### src/rtl/cpu_pkg.sv
// cpu_pkg: shared core constants and fetch state encoding
package cpu_pkg;
  localparam int XLEN = 32;
  localparam int INSTR_BYTES = 4;
  localparam logic [XLEN-1:0] NOP_INSTR = 32'h0;
  typedef enum logic [1:0] {IDLE, REQ, DROP} fetch_state_e;
endpackage

### src/rtl/inst_fifo.sv
// inst_fifo: small {pc,instr} buffer with push/pop/flush and occupancy count
module inst_fifo
  import cpu_pkg::*;
#(
  parameter int DEPTH = 2
) (
  input  logic                   clk,
  input  logic                   rst,
  input  logic                   push,
  input  logic                   pop,
  input  logic                   flush,
  input  logic [2*XLEN-1:0]      din,
  output logic [2*XLEN-1:0]      dout,
  output logic [$clog2(DEPTH):0] count
);
  localparam int PW = $clog2(DEPTH);
  logic [2*XLEN-1:0] mem_q [DEPTH];
  logic [2*XLEN-1:0] mem_d [DEPTH];
  logic [PW-1:0] wr_q, wr_d, rd_q, rd_d;
  logic [PW:0] count_q, count_d;
  always_comb begin
    mem_d = mem_q;
    if (push) mem_d[wr_q] = din;
    wr_d = flush ? '0 : wr_q + PW'(push);
    rd_d = flush ? '0 : rd_q + PW'(pop);
    count_d = flush ? '0 : count_q + (PW+1)'(push) - (PW+1)'(pop);
  end
  always_ff @(posedge clk or negedge rst) begin
    if (!rst) begin
      mem_q <= '{default: '0};
      wr_q <= '0;
      rd_q <= '0;
      count_q <= '0;
    end else begin
      mem_q <= mem_d;
      wr_q <= wr_d;
      rd_q <= rd_d;
      count_q <= count_d;
    end
  end
  assign dout = mem_q[rd_q];
  assign count = count_q;
endmodule

### src/rtl/fetch_unit.sv
// fetch_unit: PC owner issuing req/ack word fetches into a FIFO feeding decode;
// redirects flush buffered work and drop an unacked request once it returns.
module fetch_unit
  import cpu_pkg::*;
#(
  parameter logic [XLEN-1:0] RESET_PC = 32'h0000_0000,
  parameter int DEPTH = 2
) (
  input  logic            clk,
  input  logic            rst,
  output logic            imem_req,
  output logic [XLEN-1:0] imem_addr,
  input  logic            imem_ack,
  input  logic [XLEN-1:0] imem_rdata,
  input  logic            redirect,
  input  logic [XLEN-1:0] redirect_pc,
  output logic            inst_valid,
  input  logic            inst_ready,
  output logic [XLEN-1:0] inst,
  output logic [XLEN-1:0] inst_pc
);
  localparam int CW = $clog2(DEPTH) + 1;
  fetch_state_e state_q, state_d;
  logic [XLEN-1:0] fetch_pc_q, fetch_pc_d, drop_addr_q, drop_addr_d;
  logic [CW-1:0] count, count_nxt;
  logic [2*XLEN-1:0] head;
  logic ack, push, pop, space;
  always_comb begin
    ack = imem_req & imem_ack;
    pop = inst_valid & inst_ready;
    push = (state_q == REQ) & ack & !redirect;
    count_nxt = count + CW'(push) - CW'(pop);
    space = count_nxt < CW'(DEPTH);
    state_d = state_q;
    fetch_pc_d = fetch_pc_q;
    drop_addr_d = drop_addr_q;
    if (redirect) begin
      // an unacked request cannot be withdrawn, so it is parked in DROP
      fetch_pc_d = redirect_pc & ~XLEN'(3);
      state_d = (state_q != IDLE && !ack) ? DROP : REQ;
      if (state_q == REQ && !ack) drop_addr_d = fetch_pc_q;
    end else if (state_q == IDLE) begin
      state_d = space ? REQ : IDLE;
    end else if (ack) begin
      state_d = (state_q == DROP || space) ? REQ : IDLE;
      if (state_q == REQ) fetch_pc_d = fetch_pc_q + XLEN'(INSTR_BYTES);
    end
  end
  always_ff @(posedge clk or negedge rst) begin
    if (!rst) begin
      state_q <= IDLE;
      fetch_pc_q <= RESET_PC;
      drop_addr_q <= '0;
    end else begin
      state_q <= state_d;
      fetch_pc_q <= fetch_pc_d;
      drop_addr_q <= drop_addr_d;
    end
  end
  inst_fifo #(.DEPTH(DEPTH)) u_fifo (
    .clk(clk),
    .rst(rst),
    .push(push),
    .pop(pop),
    .flush(redirect),
    .din({fetch_pc_q, imem_rdata}),
    .dout(head),
    .count(count)
  );
  assign imem_req = state_q != IDLE;
  assign imem_addr = (state_q == DROP) ? drop_addr_q : fetch_pc_q;
  assign inst_valid = count != '0;
  assign inst = inst_valid ? head[XLEN-1:0] : NOP_INSTR;
  assign inst_pc = inst_valid ? head[2*XLEN-1:XLEN] : '0;
endmodule

### config.mk
export PLATFORM = sky130hd
export DESIGN_NAME = fetch_unit
export DESIGN_NICKNAME = d
export VERILOG_FILES = /design/src/rtl/cpu_pkg.sv /design/src/rtl/inst_fifo.sv /design/src/rtl/fetch_unit.sv
export SDC_FILE = /design/constraint.sdc
export NUM_CORES = 1
export LEC_CHECK = 0
export CORE_UTILIZATION = 53
export DETAILED_ROUTE_END_ITERATION = 16
export PLACE_DENSITY = 0.79
export SETUP_SLACK_MARGIN = 0.1
export SYNTH_ARGS = -nofsm -noshare
export SYNTH_HDL_FRONTEND = slang
export SYNTH_SLANG_ARGS = --single-unit
export TNS_END_PERCENT = 1
### constraint.sdc
create_clock -name clk -period 2.6 [get_ports clk]
set_input_delay 0.52 -clock clk [delete_from_list [all_inputs] [get_ports clk]]
set_output_delay 0.52 -clock clk [all_outputs]
set_load 0.05 [all_outputs]
---- After elaboration in Yosys (flattened, before gate mapping) ----
Index checks and enable logic that the tools add are counted.
word-level totals
  register bits ........................... 198
  input bits .............................. 69
  output and inout port bits .............. 98
  logic and storage cells ................. 62
cells by class
  add/sub/neg operators ................... 5
  order comparisons ....................... 4
  equality and inequality tests ........... 3
  mux-type cells .......................... 22
  bitwise gates (word level) .............. 6
  reductions and logical operators ........ 14
operators by type and width
  kind                   number
  $mux 64                4
  $mux 32                7
  $bwmux 128             1
  $demux 64 s1           1
  $add 32x3->32 const B  1
  $mux 2                 5
  $reduce_bool 2->1      4
  $and 1x1->1            4
  $ge 2x2->1 const B     2
  $mux 1                 4
  $not 1->2              2
  $logic_and 1x1->1      3
  $reduce_and 3->1       1
  $reduce_bool 3->1      1
  $add 1x1->1            2
  $add 2x1->2            1
  $eq 2x1->1 const B     1
  $eq 2x2->1 const B     1
  $logic_not 1->1        2
  $logic_not 2->1        1
  $lt 2x1->1 const B     1
  $lt 2x2->1 const B     1
  $ne 2x2->1 const B     1
  $reduce_and 2->1       1
  2 further kinds        2

---- Depth between registers and ports, before layout ----
Gate-level depths: netlist of the first run.
  depth after elaboration ................. 12
  gate-level depth with buffers ........... 10
  gate-level depth less buffers ........... 10

---- Hierarchy ----
Synthesis of the first run repeated with hierarchy kept, for this count alone.
unflattened totals
  cell total of the unflattened synthesis .. 759
  area total of the unflattened synthesis .. 9857.0 µm²
by module, submodules not included
  module      times used  cells an instance  area an instance (µm²)  sequential area each (µm²)
  inst_fifo   1           358                6023.3                  3303.2
  fetch_unit  1           401                3833.7                  1551.5

---- Worst setup path before layout of the first run ----
Ideal clock, no wire load.
  kind .................................... reg-to-output
  from .................................... register state_q[1]
  to ...................................... output imem_addr[26]
  arrival ................................. 1.990 ns
  required time ........................... 2.080 ns
  setup slack ............................. 0.090 ns
  stages on the path, launching flop included .. 5
  path buffers ............................ 2
  cells stage by stage .................... dfrtp_1 buf_2 nor2b_1 clkbuf_1 o21ai_0
between the ends
  word-level cells in the longest chain between the ends .. 2
ends and longest elaborated chain
  what                    line              RTL
  start, declared         fetch_unit.sv:23  fetch_state_e state_q, state_d;
  start signal, assigned  fetch_unit.sv:55  state_q <= state_d;
  $eq 2x2->1              fetch_unit.sv:71  assign imem_addr = (state_q == DROP) ? drop_addr_q : fetch_pc_q;
  $mux 32                 fetch_unit.sv:71
  end, declared           fetch_unit.sv:12  output logic [XLEN-1:0] imem_addr,
No other way between the ends.

---- Worst setup path after layout of the first run ----
  from .................................... register state_q[0]
  to ...................................... output imem_addr[31]
The elaborated chain is that of the path after synthesis.

==> metrics.md, run 1 <==
| Metric | Value |
|---|---|
| WP data required | `2.08 ns` |
| Core Region | `16760 um^2` |
| Hold_buf cts | `0` |
| Global-route wire length before repair | `35560 um` |
| Number of CTS-inserted buffers | `17` |
| Post-DP HPWL | `14730 um` |
| Status | `finished, final reports clean` |
| Number of global-route vias before repair | `6874` |
| Vert. Die Dim | `133.7 um` |
| Die ar. | `17880 um^2` |
| Final Hold Slack | `0.1037 ns` |
| Top cell type's share of synthesized area | `0.5171` |
| Worst setup EP type | `output port` |
| Final total power | `14.93 mW` |
| Final GP Congestion | `0.8501` |
| Chip width | `133.7 um` |
| Final worst path period need | `2.487 ns` |
| Final ANT Viol Nets | `0` |
| Post-Layout Cell Count | `1136` |
| CP Class | `flop to output port` |
| Multi-input logic area | `4156 um^2` |
| Clock skew | `0.009904 ns` |
| Slew margin rel. | `0.5887` |
| MaxCap Viol Count | `0` |
| Total global routing overflow | `0` |
| Crit path max fanout | `26` |
| Initial core utilization | `0.5486` |
| Worst setup SP type | `flop` |
| RSZ-0062 raised after global routing | `yes` |
| Ys async rst share | `1.000` |
| Final Slew Violations | `0` |
| Leak | `5.007 nW` |
| Hold Crit Class | `input pin to asynchronous set/reset pin` |
| Sequential fraction of the synthesis area | `0.5171` |
| R2R cell count | `5` |
| Clock-pin slew on the worst setup and hold paths | `0.07 ns` |
| DR vias/cell | `5.652` |
| Setup TNS | `0 ns` |
| Cell Area, Synth | `9195 um^2` |
| Cell taking the most area after synthesis | `dfrtp_1` |
| Largest net degree at the start of global routing | `72` |
| Final hold violations | `0` |
| # IOs | `167` |
| Via count | `6421` |
| Reg2Reg Launch Point | `fetch_pc_q[2]` |
| Setup violations, final | `0` |
| Final WL | `21530 um` |
| Area growth syn-to-layout | `29.72%` |
| Non-Filler Cell Area, Final | `11930 um^2` |
| Filler cells | `1150` |
| Clock latency on the worst-skew pair | `0.43 ns` |
| WL/cell | `18.95 um` |
| Clock Sinks | `190` |
| Slew @ Worst Pin | `0.6170 ns` |
| Fin crit share | `0.9567` |
| Mapped Cells | `759` |
| First-pass iteration count of the detailed router | `5` |
| Placed Cells | `1104` |
| CTS Buffer Depth | `2` |
| Worst Slack Setup Final | `0.1126 ns` |
| Port buffer count | `160` |
| Synth top cells by count | `dfrtp_1 (190), mux2_2 (183), nor2_1 (85), mux2i_1 (64), clkbuf_1 (42)` |
| # diodes | `0` |
| Placed cell area | `11300 um^2` |
| FF/Latch Area | `4760 um^2` |
| CTS tree | `done` |
| Root buf cell | `clkbuf_16` |
| Nets | `978` |
| Initial antenna violation count | `0` |
| Avg Cell Area, Syn | `12.11 um^2` |
| CP Data Arrival Time | `1.97 ns` |
| Distinct cell type count after synthesis | `43` |
| Drt initial violations | `368` |
| CTS HTree Levels | `4` |
| Row count | `47` |
| Post-Route Utilization | `0.7117` |
| Synth area leaders | `dfrtp_1 (52%), mux2_2 (22%), mux2i_1 (7.0%)` |
| Synth Warn # | `0` |
| Max Fclk | `402.0 MHz` |
| Worst R2R End | `fetch_pc_q[18]` |
| Power Density | `1251 nW/um^2` |
| Most instantiated library cell after synthesis | `dfrtp_1` |
| Flop-to-flop setup slack | `0.43 ns` |
| Ys flop type | `dfrtp_1` |
| Peak VDD IR | `0.7811 mV` |
| Dpl ws | `0.0001839 ns` |
| Total Routing Usage GR | `0.2569` |
| Drt drc | `0` |
| Share of layout cells above drive strength 1 | `0.3810` |
| Number of synthesized flops with an enable pin | `0` |
| Synthesized flop and latch total | `190` |
| Worst Setup SP | `state_q[0]` |
==> metal layers <==
layer  wire length (um)  track usage  share of wire  vias to the layer above
li1                   -            -              -                     2964
met1               9314       0.3355           0.43                     3232
met2              10810       0.4303           0.50                      196
met3               1009      0.04376          0.047                       29
met4                395      0.09343          0.018                        0
met5                  0            0              0                        -
==> cell type report <==
class | count | share of cell area
Sequential cell | 190 | 0.3990
Timing Repair Buffer | 189 | 0.1764
Clock inverter | 8 | 0.008707
Clock buffer | 23 | 0.04175
Tap cell | 220 | 0.02308
Inverter | 8 | 0.002518
Multi-Input combinational cell | 498 | 0.3485
==> report_power, final <==
part,internal (mW),switching (mW),total (mW)
logic,3.21,4.09,7.30
clock network,1.55,1.08,2.62
registers,4.20,0.809,5.01
total,8.95,5.98,14.9
==> worst max-delay path, stage by stage (launching register included) <==
cell and delay, ns:
dfrtp_1 0.50, nor2b_2 0.23, buf_12 0.22, mux2_2 0.39, buf_4 0.20
==> sequential cells by signal (all words and copies together), names as in the netlist <==
signal        flops
drop_addr_q      30
fetch_pc_q       30
state_q           2
u_fifo.count      2
u_fifo.mem_q    124
u_fifo.rd_q       1
u_fifo.wr_q       1
==> how the worst max path moves through the flow <==
stage | end | slack (ns) | depth (start not counted)
3_5_place_dp | fetch_pc_q[21] | 0.0002 | 5
5_1_grt | imem_addr[31] | 0.04 | 4
6_report | imem_addr[31] | 0.11 | 4
4_1_cts | imem_addr[31] | 0.05 | 4
2_1_floorplan | inst[10] | 0.21 | 4
3_3_place_gp | fetch_pc_q[21] | 0.04 | 5
==> cells in the final DEF (no fill, tap or decap), types with 9 or more instances in the layout <==
cell / instances
clkdlybuf4s50_1: 65
or4_1: 14
mux2i_1: 64
dfrtp_1: 188
o31ai_1: 9
clkbuf_16: 17
nor2_1: 84
nand4_1: 11
buf_12: 40
buf_4: 80
mux2_2: 183
nand3_1: 10
nand2_1: 27
o21ai_0: 18
a31oi_1: 15
==> repair_timing <==
item                       in CTS  in global routing
pin swaps                       0                  0
setup buffers                   1                  0
gates resized for setup         1                  2
setup endpoints to repair      67                 29
==> cells by family after synthesis <==
kind of cell    after synthesis  synth area share
other cells                   1         0.0004078
xor+xnor                     14           0.01497
compound gates               49           0.03279
buf+inv                      74           0.03443
fa+ha+maj                     5          0.006804
flops                       190            0.5171
simple gates                179           0.09974
mux                         247            0.2938
(Power assumes the default switching activity.)
==> inputs of run 2 (changes only) <==
Settings changed: MAX_ROUTING_LAYER from default to met4.
==> run 2 against run 1 <==
Clock skew about the same. Count of clock-buffer cells in the layout unchanged. Critical path type unchanged. Global-route usage increased by 0.79 points. Sequential cell count unchanged. Register-to-register slack about the same.
==> metrics.md, run 2 (synthesis gave the netlist of run 1 again) <==
| Metric | Value |
|---|---|
| Number of CTS-inserted buffers | `17` |
| DR vias/cell | `5.718` |
| Clock power frac | `0.176` |
| Largest net degree at the start of global routing | `72` |
| Reg2Reg Launch Point | `fetch_pc_q[2]` |
| Biggest regs | `u_fifo.mem_q: 124 flops, drop_addr_q: 30 flops, fetch_pc_q: 30 flops` |
| Dpl ws | `0.0001839 ns` |
| Setup violations, final | `0` |
| CTS HTree Levels | `4` |
| Total global routing overflow | `0` |
| Fin crit share | `0.9580` |
| Max reg flops | `124` |
| Number of global-route vias before repair | `6880` |
| Final Slew Violations | `0` |
| Final ANT Viol Nets | `0` |
| Clock latency on the worst-skew pair | `0.43 ns` |
| Power Density | `1252 nW/um^2` |
| Most common cell after layout, fill and taps aside | `dfrtp_1` |
| WL/cell | `18.98 um` |
| Via count | `6496` |
| Post-DP HPWL | `14730 um` |
| RSZ-0062 raised after global routing | `yes` |
| Final hold violations | `0` |
| CP delay by family, top | `flip-flops` |
| Total Routing Usage GR | `0.2648` |
| Most frequent cells in the layout | `dfrtp_1 (188), mux2_2 (183), nor2_1 (84)` |
| Vert. Die Dim | `133.7 um` |
| Leak | `5.007 nW` |
| Max Fclk | `401.5 MHz` |
| Worst setup EP type | `output port` |
| Port buffer count | `160` |
| MaxCap Viol Count | `0` |
| Area growth syn-to-layout | `29.72%` |
| Worst setup SP type | `flop` |
| Final worst path period need | `2.491 ns` |
| CP endpoint | `imem_addr[31]` |
| FF/Latch Area | `4760 um^2` |
| Chip width | `133.7 um` |
| # IOs | `167` |
| Worst Setup SP | `state_q[0]` |
| Clock-pin slew on the worst setup and hold paths | `0.07 ns` |
| CP Depth | `4` |
| Slew margin rel. | `0.5919` |
| Clock skew | `0.009503 ns` |
| Die ar. | `17880 um^2` |
| Slew @ Worst Pin | `0.6122 ns` |
| Switching Fraction | `0.4008` |
| Status | `finished, final reports clean` |
| Combinational Power Share | `0.489` |
| CP Data Arrival Time | `1.97 ns` |
| Final total power | `14.93 mW` |
| WP data required | `2.08 ns` |
| Crit path cell chain | `nor2b_2 -> buf_12 -> mux2_2 -> buf_4` |
| Initial core utilization | `0.5486` |
| # diodes | `0` |
| Reg power frac | `0.335` |
| Filler cells | `1150` |
| Flop-to-flop setup slack | `0.42 ns` |
| Root buf cell | `clkbuf_16` |
| CP Class | `flop to output port` |
| CP peak stage delay | `0.50 ns` |
| Worst Slack Setup Final | `0.1091 ns` |
| Initial antenna violation count | `0` |
| Nets | `978` |
| Final Hold Slack | `0.1041 ns` |
| Core Region | `16760 um^2` |
| Peak VDD IR | `0.7807 mV` |
| Row count | `47` |
| Clock Sinks | `190` |
| Hold_buf cts | `0` |
| Final GP Congestion | `0.8635` |
| Drt drc | `0` |
| R2R cell count | `5` |
| First-pass iteration count of the detailed router | `5` |
| CP Buf/Inv Count | `2` |
| Hold Crit Class | `input pin to asynchronous set/reset pin` |
| Drt initial violations | `370` |
| Sw power | `5.985 mW` |
| Most flop-heavy register | `u_fifo.mem_q` |
| Crit path max fanout | `26` |
| Worst path slowest cell | `dfrtp_1` |
| CTS Buffer Depth | `2` |
| CTS tree | `done` |
| Worst R2R End | `fetch_pc_q[18]` |
| Multi-input logic area | `4156 um^2` |
| Global-route wire length before repair | `35540 um` |
| Int Pwr | `8.948 mW` |
| Setup TNS | `0 ns` |
| Share of layout cells above drive strength 1 | `0.3810` |
| Post-Route Utilization | `0.7117` |
| Final WL | `21560 um` |
## run 2: cell counts in the layout (fill, tap and decap cells not counted)
Identical to the previous run, type by type.
## run 2: worst min path at each step
stage / endpoint / depth (start not counted)
floorplan: drop_addr_q[10] / 0
global placement: drop_addr_q[11] / 1
detailed placement: drop_addr_q[31] / 1
CTS: drop_addr_q[10] / 1
global route: u_fifo.mem_q[39] / 1
finish: u_fifo.mem_q[39] / 1
## run 2: cell type report
class | count | share of cell area
Sequential cell | 190 | 0.3990
Multi-Input combinational cell | 498 | 0.3485
Timing Repair Buffer | 189 | 0.1764
Clock buffer | 23 | 0.04175
Tap cell | 220 | 0.02308
Clock inverter | 8 | 0.008707
Inverter | 8 | 0.002518
## run 2: metrics by stage
| stage | area, um^2 | cells |
|---|---|---|
| after floorplan | 9206 | 762 |
| after CTS | 11920 | 1136 |
| after global routing | 11930 | 1136 |
| after detailed placement | 11300 | 1104 |
| final | 11930 | 1136 |
| after global placement | 11300 | 1104 |
## run 2: power groups by stage
stage	registers [mW]	clock network (mW)	logic, mW
finish	5.01	2.63	7.30
global route	5.18	2.79	7.69
CTS	5.00	2.68	7.37
detailed placement	5.07	0	7.28
global placement	4.92	0	7.13
floorplan	4.67	0	4.96
## run 2: metal layers
layer | share of wire | up-vias | GRT usage | wire (um)
li1 | - | 2977 | - | -
met1 | 0.43 | 3274 | 0.3349 | 9256
met2 | 0.50 | 216 | 0.4303 | 10820
met3 | 0.050 | 29 | 0.04414 | 1079
met4 | 0.019 | 0 | 0.09343 | 403
met5 | 0 | - | - | 0
## run 2: what timing repair did
item / in CTS / in global routing
pin swaps: 0 / 0
setup buffers: 1 / 0
gates resized for setup: 1 / 2
setup endpoints to repair: 67 / 30
